[config.mk]
export PLATFORM = sky130hd
export DESIGN_NAME = uart_cmd_decoder
export DESIGN_NICKNAME = d
export VERILOG_FILES = /design/src/rtl/uart_cmd_decoder.sv
export SDC_FILE = /design/constraint.sdc
export NUM_CORES = 1
export LEC_CHECK = 0
export BUFFER_PORTS_ARGS = -buffer_cell sky130_fd_sc_hd__buf_4
export CAP_MARGIN = 5
export CORE_AREA = 2 2 135 137
export DETAILED_ROUTE_END_ITERATION = 10
export DIE_AREA = 0 0 137 139
export GPL_TIMING_DRIVEN = 0
export MAX_ROUTING_LAYER = met4
export PLACE_DENSITY = 0.65
export SKIP_LAST_GASP = 1
export SYNTH_ARGS = -nofsm -noshare
export SYNTH_HDL_FRONTEND = slang
export SYNTH_SLANG_ARGS = --single-unit
[constraint.sdc]
create_clock -name clk -period 2.1 [get_ports clk]
set_clock_uncertainty 0.15 [all_clocks]
set_input_delay 0.42 -clock clk [delete_from_list [all_inputs] [get_ports clk]]
set_output_delay 0.42 -clock clk [all_outputs]
set_load 0.01 [all_outputs]
[src/rtl/uart_cmd_decoder.sv]
`default_nettype none
// ============================================================================
//  Module   : uart_cmd_decoder
//  Purpose  : Assembles framed command bytes from a UART receiver into
//             read/write commands with a valid/ready output handshake.
//             Frame: HEADER, OP, A3..A0, [D3..D0 for writes], CHK
//             (CHK = XOR of OP and all address/data bytes).
//  Revision : 1.0 - initial release
// ----------------------------------------------------------------------------
//  Ports
//    clk       in   1  clock, rising edge
//    rst       in   1  synchronous active-high reset
//    rx_data   in   8  received byte
//    rx_valid  in   1  one-cycle strobe qualifying rx_data
//    cmd_valid out  1  decoded command available
//    cmd_ready in   1  consumer accepts the command
//    cmd_write out  1  1 = write, 0 = read
//    cmd_addr  out 32  command address
//    cmd_wdata out 32  write data (0 for reads)
//    frame_err out  1  one-cycle pulse on frame abort
//    err_code  out  2  abort cause: 1 bad opcode, 2 checksum, 3 timeout
//    overrun   out  1  one-cycle pulse when a byte is dropped in OUT
// ============================================================================
module uart_cmd_decoder #(
  parameter logic [7:0]  HEADER      = 8'hAA,
  parameter logic [31:0] TIMEOUT_CYC = 32'd1_000_000
) (
  input  logic        clk,
  input  logic        rst,
  input  logic [7:0]  rx_data,
  input  logic        rx_valid,
  output logic        cmd_valid,
  input  logic        cmd_ready,
  output logic        cmd_write,
  output logic [31:0] cmd_addr,
  output logic [31:0] cmd_wdata,
  output logic        frame_err,
  output logic [1:0]  err_code,
  output logic        overrun
);

  localparam logic [7:0] c_OP_READ     = 8'h01;
  localparam logic [7:0] c_OP_WRITE    = 8'h02;
  localparam logic [1:0] c_ERR_BAD_OP  = 2'd1;
  localparam logic [1:0] c_ERR_CHK     = 2'd2;
  localparam logic [1:0] c_ERR_TIMEOUT = 2'd3;

  typedef enum logic [2:0] {
    S_IDLE = 3'd0,
    S_OP   = 3'd1,
    S_ADDR = 3'd2,
    S_DATA = 3'd3,
    S_CHK  = 3'd4,
    S_OUT  = 3'd5
  } state_t;

  state_t      state_q, state_d;
  logic [1:0]  cnt_q, cnt_d;
  logic [7:0]  chk_q, chk_d;
  logic [31:0] addr_sh_q, addr_sh_d;
  logic [31:0] data_sh_q, data_sh_d;
  logic        is_wr_q, is_wr_d;
  logic [31:0] tmo_q, tmo_d;
  logic        cmd_valid_q, cmd_valid_d;
  logic        cmd_write_q, cmd_write_d;
  logic [31:0] cmd_addr_q, cmd_addr_d;
  logic [31:0] cmd_wdata_q, cmd_wdata_d;
  logic        frame_err_q, frame_err_d;
  logic [1:0]  err_code_q, err_code_d;
  logic        overrun_q, overrun_d;

  logic        w_in_frame;
  logic        w_timeout;

  // A byte arriving in the same cycle as the limit always wins over the timeout.
  assign w_in_frame = (state_q != S_IDLE) && (state_q != S_OUT);
  assign w_timeout  = w_in_frame && !rx_valid && (tmo_q == TIMEOUT_CYC);

  always_comb begin
    state_d     = state_q;
    cnt_d       = cnt_q;
    chk_d       = chk_q;
    addr_sh_d   = addr_sh_q;
    data_sh_d   = data_sh_q;
    is_wr_d     = is_wr_q;
    cmd_valid_d = cmd_valid_q;
    cmd_write_d = cmd_write_q;
    cmd_addr_d  = cmd_addr_q;
    cmd_wdata_d = cmd_wdata_q;
    frame_err_d = 1'b0;
    err_code_d  = err_code_q;
    overrun_d   = 1'b0;

    // Inter-byte idle counter: saturating, only runs while inside a frame.
    if (rx_valid || !w_in_frame) begin
      tmo_d = 32'd0;
    end else if (tmo_q != TIMEOUT_CYC) begin
      tmo_d = tmo_q + 32'd1;
    end else begin
      tmo_d = tmo_q;
    end

    case (state_q)
      S_IDLE: begin
        if (rx_valid && (rx_data == HEADER)) begin
          state_d = S_OP;
        end
      end

      S_OP: begin
        if (rx_valid) begin
          if ((rx_data == c_OP_READ) || (rx_data == c_OP_WRITE)) begin
            state_d   = S_ADDR;
            cnt_d     = 2'd0;
            chk_d     = rx_data;
            is_wr_d   = (rx_data == c_OP_WRITE);
            addr_sh_d = 32'd0;
            data_sh_d = 32'd0;
          end else begin
            state_d     = S_IDLE;
            frame_err_d = 1'b1;
            err_code_d  = c_ERR_BAD_OP;
          end
        end else if (w_timeout) begin
          state_d     = S_IDLE;
          frame_err_d = 1'b1;
          err_code_d  = c_ERR_TIMEOUT;
        end
      end

      S_ADDR: begin
        if (rx_valid) begin
          addr_sh_d = {addr_sh_q[23:0], rx_data};
          chk_d     = chk_q ^ rx_data;
          cnt_d     = cnt_q + 2'd1;
          if (cnt_q == 2'd3) begin
            state_d = is_wr_q ? S_DATA : S_CHK;
          end
        end else if (w_timeout) begin
          state_d     = S_IDLE;
          frame_err_d = 1'b1;
          err_code_d  = c_ERR_TIMEOUT;
        end
      end

      S_DATA: begin
        if (rx_valid) begin
          data_sh_d = {data_sh_q[23:0], rx_data};
          chk_d     = chk_q ^ rx_data;
          cnt_d     = cnt_q + 2'd1;
          if (cnt_q == 2'd3) begin
            state_d = S_CHK;
          end
        end else if (w_timeout) begin
          state_d     = S_IDLE;
          frame_err_d = 1'b1;
          err_code_d  = c_ERR_TIMEOUT;
        end
      end

      S_CHK: begin
        if (rx_valid) begin
          if (rx_data == chk_q) begin
            state_d     = S_OUT;
            cmd_valid_d = 1'b1;
            cmd_write_d = is_wr_q;
            cmd_addr_d  = addr_sh_q;
            cmd_wdata_d = is_wr_q ? data_sh_q : 32'd0;
          end else begin
            // Command outputs keep whatever they held before this frame.
            state_d     = S_IDLE;
            frame_err_d = 1'b1;
            err_code_d  = c_ERR_CHK;
          end
        end else if (w_timeout) begin
          state_d     = S_IDLE;
          frame_err_d = 1'b1;
          err_code_d  = c_ERR_TIMEOUT;
        end
      end

      S_OUT: begin
        // No buffering: any byte arriving while a command is pending is lost,
        // including one that coincides with the accepting handshake.
        if (rx_valid) begin
          overrun_d = 1'b1;
        end
        if (cmd_valid_q && cmd_ready) begin
          cmd_valid_d = 1'b0;
          state_d     = S_IDLE;
        end
      end

      default: begin
        state_d = S_IDLE;
      end
    endcase
  end

  always_ff @(posedge clk) begin
    if (rst) begin
      state_q     <= S_IDLE;
      cnt_q       <= 2'd0;
      chk_q       <= 8'd0;
      addr_sh_q   <= 32'd0;
      data_sh_q   <= 32'd0;
      is_wr_q     <= 1'b0;
      tmo_q       <= 32'd0;
      cmd_valid_q <= 1'b0;
      cmd_write_q <= 1'b0;
      cmd_addr_q  <= 32'd0;
      cmd_wdata_q <= 32'd0;
      frame_err_q <= 1'b0;
      err_code_q  <= 2'd0;
      overrun_q   <= 1'b0;
    end else begin
      state_q     <= state_d;
      cnt_q       <= cnt_d;
      chk_q       <= chk_d;
      addr_sh_q   <= addr_sh_d;
      data_sh_q   <= data_sh_d;
      is_wr_q     <= is_wr_d;
      tmo_q       <= tmo_d;
      cmd_valid_q <= cmd_valid_d;
      cmd_write_q <= cmd_write_d;
      cmd_addr_q  <= cmd_addr_d;
      cmd_wdata_q <= cmd_wdata_d;
      frame_err_q <= frame_err_d;
      err_code_q  <= err_code_d;
      overrun_q   <= overrun_d;
    end
  end

  assign cmd_valid = cmd_valid_q;
  assign cmd_write = cmd_write_q;
  assign cmd_addr  = cmd_addr_q;
  assign cmd_wdata = cmd_wdata_q;
  assign frame_err = frame_err_q;
  assign err_code  = err_code_q;
  assign overrun   = overrun_q;

endmodule
`default_nettype wire

# After elaboration in Yosys (flattened, before gate mapping)
# Cells that the tools add are included.
dict set report word_totals {
  register_bits 180
  out_inout_bits 70
  in_bits 12
  wordCells 119
}
dict set report op_classes {
  addsub 2
  n_eq_ne 27
  n_bitwise 2
  muxes 47
  reduce_logical 27
}
# operator n
set ops {}
lappend ops {{$mux 32} 5}
lappend ops {{$pmux 32 s2} 2}
lappend ops {{$mux 3} 11}
lappend ops {{$add 32x1->32 const B} 1}
lappend ops {{$eq 32x20->1 const B} 1}
lappend ops {{$ne 32x20->1 const B} 1}
lappend ops {{$mux 8} 3}
lappend ops {{$reduce_and 4->1} 6}
lappend ops {{$mux 2} 10}
lappend ops {{$ne 2x2->1 const B} 9}
lappend ops {{$pmux 3 s6} 1}
lappend ops {{$pmux 8 s2} 1}
lappend ops {{$ne 3x3->1 const B} 5}
lappend ops {{$mux 1} 10}
lappend ops {{$eq 8x1->1 const B} 1}
lappend ops {{$eq 8x2->1 const B} 1}
lappend ops {{$eq 8x8->1} 1}
lappend ops {{$eq 8x8->1 const B} 1}
lappend ops {{$reduce_bool 2->1} 4}
lappend ops {{$xor 8x8->8} 1}
lappend ops {{$eq 3x2->1 const B} 2}
lappend ops {{$eq 3x3->1 const B} 2}
lappend ops {{$pmux 2 s3} 1}
lappend ops {{$reduce_and 3->1} 2}
lappend ops {{14 further kinds} 23}

# Longest topological paths before layout
# Gate-level depths: netlist of the first run.
dict set report depth {
  ltp_word 7
  mapped_depth 9
  ltp_nobuf 7
}

# Worst setup path before layout of the first run
# Ideal clock, no wire load.
dict set report synth_timing {
  kind {input to register}
  startpoint {input port rx_data[5]}
  endpoint {register chk_q[0]}
  n_path_buf 2
  required_ns 1.818
  setup_time_ns 0.132
  path_stages 7
  slack_ns 0.122
  arrival_ns 1.696
  cell_sequence {buf_2 nor3_1 a41oi_1 or2_2 buf_6 o21ai_0 a21oi_1}
}
dict set report synth_between {
  elab_chain_len 4
  word_cells_on_any_way 5
  classes_between {eq/ne: 3; reduce/logical: 2}
}
# item line_no
set synth_rtl {}
lappend synth_rtl {{from (decl)} 30} ;# input logic [7:0] rx_data,
lappend synth_rtl {{$eq 8x1->1 or $eq 8x2->1 (tied branches)} 112} ;# if ((rx_data == c_OP_READ) || (rx_data == c_OP_WRITE)) begin
lappend synth_rtl {{$logic_or 1x1->1 *} 112}
lappend synth_rtl {{$ne 2x2->1 (no source line) *} -}
lappend synth_rtl {{$reduce_and 4->1 (no source line) *} -}
lappend synth_rtl {{to (signal assigned)} 219} ;# chk_q <= chk_d;
lappend synth_rtl {{to (decl)} 59} ;# logic [7:0] chk_q, chk_d;
# Mark *: on every way between the ends. The rest lies on a longest branch, timed or not.
# A chain may end at the register's enable or synchronous reset.

# Final worst setup path of the first run
dict set report layout_timing {
  startpoint {register state_q[1]}
  endpoint {register cmd_addr_q[3], in the netlist cmd_addr[3]}
}
dict set report layout_between {
  elab_chain_len 2
}
# item line_no
set layout_rtl {}
lappend layout_rtl {{from (decl)} 57} ;# state_t state_q, state_d;
lappend layout_rtl {{from (signal assigned)} 217} ;# state_q <= state_d;
lappend layout_rtl {{$eq 3x3->1} 103} ;# case (state_q)
lappend layout_rtl {{$reduce_and 3->1 (no source line)} -}
lappend layout_rtl {{to (signal assigned)} 226} ;# cmd_addr_q <= cmd_addr_d;
lappend layout_rtl {{to (decl)} 66} ;# logic [31:0] cmd_addr_q, cmd_addr_d;
# No other way between the ends.

==> impl_metrics.json, run 1 <==
{
  "cp_slowest_cell": "dfxtp_1",
  "clkTransAtPathRegs_ps": 70,
  "yosys.cell_count.top_type": "dfxtp_1",
  "drc_errors": 0,
  "synth_top_area_share_pct": 49.6,
  "required_ps": 2300,
  "holdWs_ps": 34.2,
  "status": "completed",
  "insertion_delay_ps": 430,
  "antenna_found_initial": 0,
  "cap_violations": 0,
  "cts_tree": "yes",
  "fp.dieW_um": 137,
  "grt_max_degree": 18,
  "io_buffers": 76,
  "coreArea_um2": 17700,
  "synth_area_leaders": "dfxtp_1, nand2_1, a21oi_1, nor2_1, a22o_1",
  "relSlewSlack_pct": 57.7,
  "hold_viol": 0,
  "post-route-min-period_ps": 1980,
  "start_util_pct": 41.1,
  "first_iter_violations": 358,
  "synth_cells": 825,
  "postSynth.topFlopCell": "dfxtp_1",
  "worst_pin_slew_ps": 635,
  "syn_to_final_growth_pct": 21.1,
  "synth_warnings": 0,
  "fmax_ghz": 0.505,
  "yosys_register_bits": 180,
  "fin_area_um2": 8800,
  "seq_area_frac_synth_pct": 49.6,
  "cp-start-kind": "flop",
  "ant_nets": 0,
  "irDropWorstVdd_mv": 0.482,
  "synth_common_cells": "dfxtp_1, nand2_1, nor2_1",
  "finish.utilization_pct": 49.8,
  "drive_above_1_share_pct": 19.4,
  "grt_util_all_layers_pct": 20.3,
  "synth_nets": 840,
  "grt-ovfl-total": 0,
  "syn_avg_cell_area_um2": 8.81,
  "cts.htree.levels": 4,
  "synth_edf_count": 0,
  "syn_area_um2": 7260,
  "clock_sinks": 180,
  "path_class": "reg2reg",
  "setup.worst_path.end_class": "flop",
  "wl_per_cell_um": 16.0,
  "finalSetupViolCount": 0,
  "path_delay_family": "simple AND/OR/NAND/NOR gates",
  "diodes": 0,
  "cp.arrival_ps": 2190,
  "dp_hpwl_mm": 13.0,
  "viasPerCell": 5.34,
  "synth_top_area_cell": "dfxtp_1",
  "hold_path_class": "in2reg",
  "period_share_pct": 94.3,
  "critPathMaxStageDelay_ps": 290,
  "gp_congestion": 0.878,
  "fill_cells": 1747,
  "path_cells": "buf_2 -> nand2b_1 -> nor2_4 -> and3_1 -> buf_4 -> buf_12 -> buf_6 -> nand2_1 -> a21oi_1",
  "path_buf_inv": 4,
  "synthArstFlopShare_pct": 0,
  "cts_buffers": 17,
  "die_area_um2": 19000,
  "drt-pass1-iter-count": 5,
  "via_count": 6206,
  "die_h_um": 139,
  "nets": 936,
  "rows": 49,
  "slew_violations": 0,
  "power_w": 0.00670,
  "grt_pass1_vias": 5746,
  "dpl_cell_area_um2": 8120,
  "powerDensity_nw_per_um2": 761,
  "power_leakage_nw": 3.17,
  "hold_buffers": 0,
  "critPathMaxFanout": 10,
  "ys_types": 56,
  "grt_pass1_wl_mm": 29.8,
  "clockRootBuffer": "clkbuf_16",
  "clockBufferDepth": 2,
  "num_io_pins": 82,
  "routed_wl_mm": 18.6
}
[worst paths after layout]
path / from / endpoint / slack [ps] / depth (start not counted)
min reg2reg: addr_sh_q[30] / cmd_addr[30] / 300 / 2
min: cmd_ready / cmd_valid / 30 / 2
max reg2reg: state_q[1] / cmd_addr[3] / 120 / 9
max: state_q[1] / cmd_addr[3] / 120 / 9
[worst reg2reg max path: stages, from the launching register on]
cell and delay [ps]:
dfxtp_1 290, buf_2 160, nand2b_1 250, nor2_4 210, and3_1 190, buf_4 150, buf_12 160, buf_6 140
nand2_1 60, a21oi_1 140
[final cells by class]
class / count / area, µm² / share of cell area (%)
Buffer: 63 / 359 / 4.08
Clock buffer: 19 / 443 / 5.03
Clock inverter: 13 / 133 / 1.51
Inverter: 8 / 30.0 / 0.341
Multi-Input combinational cell: 573 / 3360 / 38.2
Sequential cell: 180 / 3600 / 40.9
Tap cell: 229 / 287 / 3.26
Timing Repair Buffer: 78 / 586 / 6.65
[cell families after synthesis]
family          count (synthesis)  share of synthesized area [%]
compound gates                193                           17.8
xor+xnor                       35                           4.22
fa+ha+maj                       3                          0.517
buf+inv                        72                           5.13
flops                         180                           49.6
mux                             2                          0.276
simple gates                  340                           22.5
[cell usage in the layout, fill, tap and decap left out, drive strengths merged, types with 2 or more instances in the layout]
| cell type | count |
|---|---|
| nor4bb | 2 |
| nand2b | 6 |
| nor2 | 80 |
| or2 | 2 |
| clkbuf | 52 |
| a22o | 33 |
| and3 | 8 |
| nor4 | 12 |
| o21bai | 2 |
| o211ai | 9 |
| a211oi | 3 |
| and4 | 8 |
| clkinv | 4 |
| or3 | 6 |
| dfxtp | 180 |
| nor4b | 2 |
| inv | 16 |
| o21ai | 16 |
| mux2i | 2 |
| nand2 | 129 |
| a22oi | 34 |
| nor3 | 15 |
| nand3 | 46 |
| and2 | 2 |
| a221oi | 2 |
| nand4 | 13 |
| ha | 3 |
| buf | 108 |
| xor2 | 23 |
| xnor2 | 12 |
| nor2b | 4 |
| a21oi | 86 |
[through the flow]
stage          setup TNS (ps)  worst slack, ps  std cells
2_1_floorplan               0              122        825
3_3_place_gp           -30700             -390       1130
3_5_place_dp           -28520             -360       1130
4_1_cts                     0             19.6       1162
5_1_grt                -0.486           -0.486       1163
6_report                    0              119       1163
[report_power, final]
group	switching [W]	leakage, nW	internal [W]
sequential	0.0000000733	1.45	0.00341
clock	0.00145	0.287	0.00171
combinational	0.000101	1.43	0.0000329
[sequential cells by signal (all words and copies together) (netlist names), 2 cells and up]
signal and count:
addr_sh_q 32, chk_q 8, cmd_addr 32, cmd_wdata 32, cnt_q 2, data_sh_q 32, err_code 2, state_q 3
tmo_q 32
[what timing repair did]
action | in CTS | in global routing
pin swaps | 1 | 4
setup buffers | 1 | 1
setup endpoints to repair | 72 | 91
gates resized for setup | 8 | 34
[per-layer routing]
| layer | wire length, µm | vias up | track usage (%) |
|---|---|---|---|
| met4 | 324 | 0 | 7.05 |
| met1 | 9050 | 2950 | 27.6 |
| met2 | 8550 | 145 | 30.3 |
| met3 | 674 | 22 | 3.40 |
| met5 | 0 | - | - |
| li1 | - | 3089 | - |
Note: power is estimated with default switching activity, not from simulation.
==> run 2, diff against run 1 <==
- CORE_AREA: 2 2 135 137 -> 2 2 115 117
- DIE_AREA: 0 0 137 139 -> 0 0 117 119
- PLACE_DENSITY: 0.65 -> 0.83
==> impl_metrics.json, run 2 (synthesis gave the netlist of run 1 again) <==
{
  "clockBufferDepth": 2,
  "diodes": 0,
  "die_area_um2": 13900,
  "grt_max_degree": 18,
  "grt_pass1_vias": 5909,
  "r2r_cells": 6,
  "routed_wl_mm": 18.1,
  "rows": 42,
  "powerDensity_nw_per_um2": 772,
  "num_io_pins": 82,
  "path_class": "reg2reg",
  "wl_per_cell_um": 16.3,
  "dp_hpwl_mm": 12.1,
  "insertion_delay_ps": 430,
  "fp.dieW_um": 117,
  "via_count": 6346,
  "drive_above_1_share_pct": 20.1,
  "start_util_pct": 56.4,
  "finalSetupViolCount": 0,
  "clock_sinks": 180,
  "nets": 937,
  "io_buffers": 76,
  "viasPerCell": 5.71,
  "cp.arrival_ps": 2220,
  "hold_viol": 0,
  "irDropWorstVdd_mv": 0.523,
  "final_common_cell": "dfxtp_1",
  "dpl_cell_area_um2": 8060,
  "fin_area_um2": 8780,
  "cp-start-kind": "flop",
  "cts_buffers": 17,
  "antenna_found_initial": 0,
  "drc_errors": 0,
  "finalSetupTns_ps": 0,
  "slew_violations": 0,
  "period_share_pct": 98.1,
  "clockRootBuffer": "clkbuf_16",
  "clkTransAtPathRegs_ps": 60,
  "min_from": "cmd_ready",
  "regToRegStartpoint": "tmo_q[0]",
  "fmax_ghz": 0.485,
  "hold_path_class": "in2reg",
  "relSlewSlack_pct": 55.9,
  "first_iter_violations": 512,
  "status": "completed",
  "worstReg2RegEnd": "frame_err",
  "die_h_um": 119,
  "ant_nets": 0,
  "syn_to_final_growth_pct": 20.9,
  "layout_common_cells": "dfxtp_1, nand2_1, buf_4",
  "cap_violations": 0,
  "required_ps": 2260,
  "worst_pin_slew_ps": 662,
  "hold_buffers": 0,
  "hold_depth": 2,
  "power_leakage_nw": 3.19,
  "rrSetupSlack_ps": 40,
  "gp_congestion": 0.914,
  "cts.htree.levels": 4,
  "worstHoldEndpoint": "cmd_valid",
  "rsz0062_at_grt": "yes",
  "critPathMaxFanout": 3,
  "grt_util_all_layers_pct": 27.4,
  "grt-ovfl-total": 0,
  "drt-pass1-iter-count": 5,
  "coreArea_um2": 12900,
  "cts_tree": "yes",
  "post-route-min-period_ps": 2060,
  "grt_pass1_wl_mm": 29.1,
  "setup.worst_path.end_class": "flop",
  "holdWs_ps": 34.7
}
==> run 2: changes by cell type in the layout (fill, tap and decap cells not counted), moves of 2 or more <==
cell        delta
a21oi_1        -2
a21oi_2        +2
nor4_2         -2
clkbuf_1       -2
dfxtp_2        +5
inv_6          -2
clkinvlp_4     +2
dfxtp_1        -5
==> run 2: layout make-up <==
type | instances | area [µm²]
inverters | 8 | 30.0
clock inverters | 14 | 163
well taps | 176 | 220
repair buffers | 79 | 611
fillers | 1015 | 4090
multi-input cells | 573 | 3340
clock buffers | 18 | 439
plain buffers | 63 | 368
flip-flops and latches | 180 | 3610
==> run 2: worst max-delay path, cell delays in order, from the launching register on <==
cell	delay (ps)
dfxtp_1	330
inv_1	100
ha_1	170
nor4bb_1	320
and4_1	300
nand3_1	150
a2111oi_2	430
==> run 2: metal layers <==
metal,track usage (%),share of wire [%],up-vias
met5,-,0,-
met4,11.3,2.3,0
met3,5.14,5.7,36
met2,40.0,46,222
met1,37.4,46,2988
li1,-,-,3100
==> run 2: repair_timing <==
item,in CTS,in global routing
buffers inserted,0,2
pin swaps,0,5
setup endpoints to repair,41,121
gates cloned,0,1
endpoints found under the hold margin,0,0
gates resized for setup,4,48
==> run 2: through the flow <==
| step | util (%) | instances | total power, W | setup WS (ps) |
|---|---|---|---|---|
| 4_1_cts | 67.3 | 1108 | 0.00679 | -14.8 |
| 6_report | 68.2 | 1111 | 0.00678 | 40.3 |
| 3_5_place_dp | 62.6 | 1077 | 0.00362 | -390 |
| 3_3_place_gp | 62.6 | 1077 | 0.00361 | -349 |
| 5_1_grt | 68.2 | 1111 | 0.00697 | -51.0 |
| 2_1_floorplan | - | 825 | 0.00357 | 122 |
==> run 2: power by group <==
part / switching, W / total [W] / internal, W
Combinational: 0.000102 / 0.000135 / 0.0000327
Sequential: 0.0000000815 / 0.00341 / 0.00341
Clock: 0.00142 / 0.00324 / 0.00182
Total: 0.00152 / 0.00678 / 0.00526
==> run 2: worst max path at each step <==
stage | startpoint | endpoint | slack [ps] | cells after the start
floorplan | rx_data[5] | chk_q[0] | 120 | 7
global placement | rst | cmd_addr[22] | -350 | 5
detailed placement | rst | cmd_addr[22] | -390 | 5
CTS | tmo_q[0] | frame_err | -10 | 6
global route | state_q[1] | cmd_addr[7] | -50 | 8
finish | tmo_q[0] | frame_err | 40 | 6
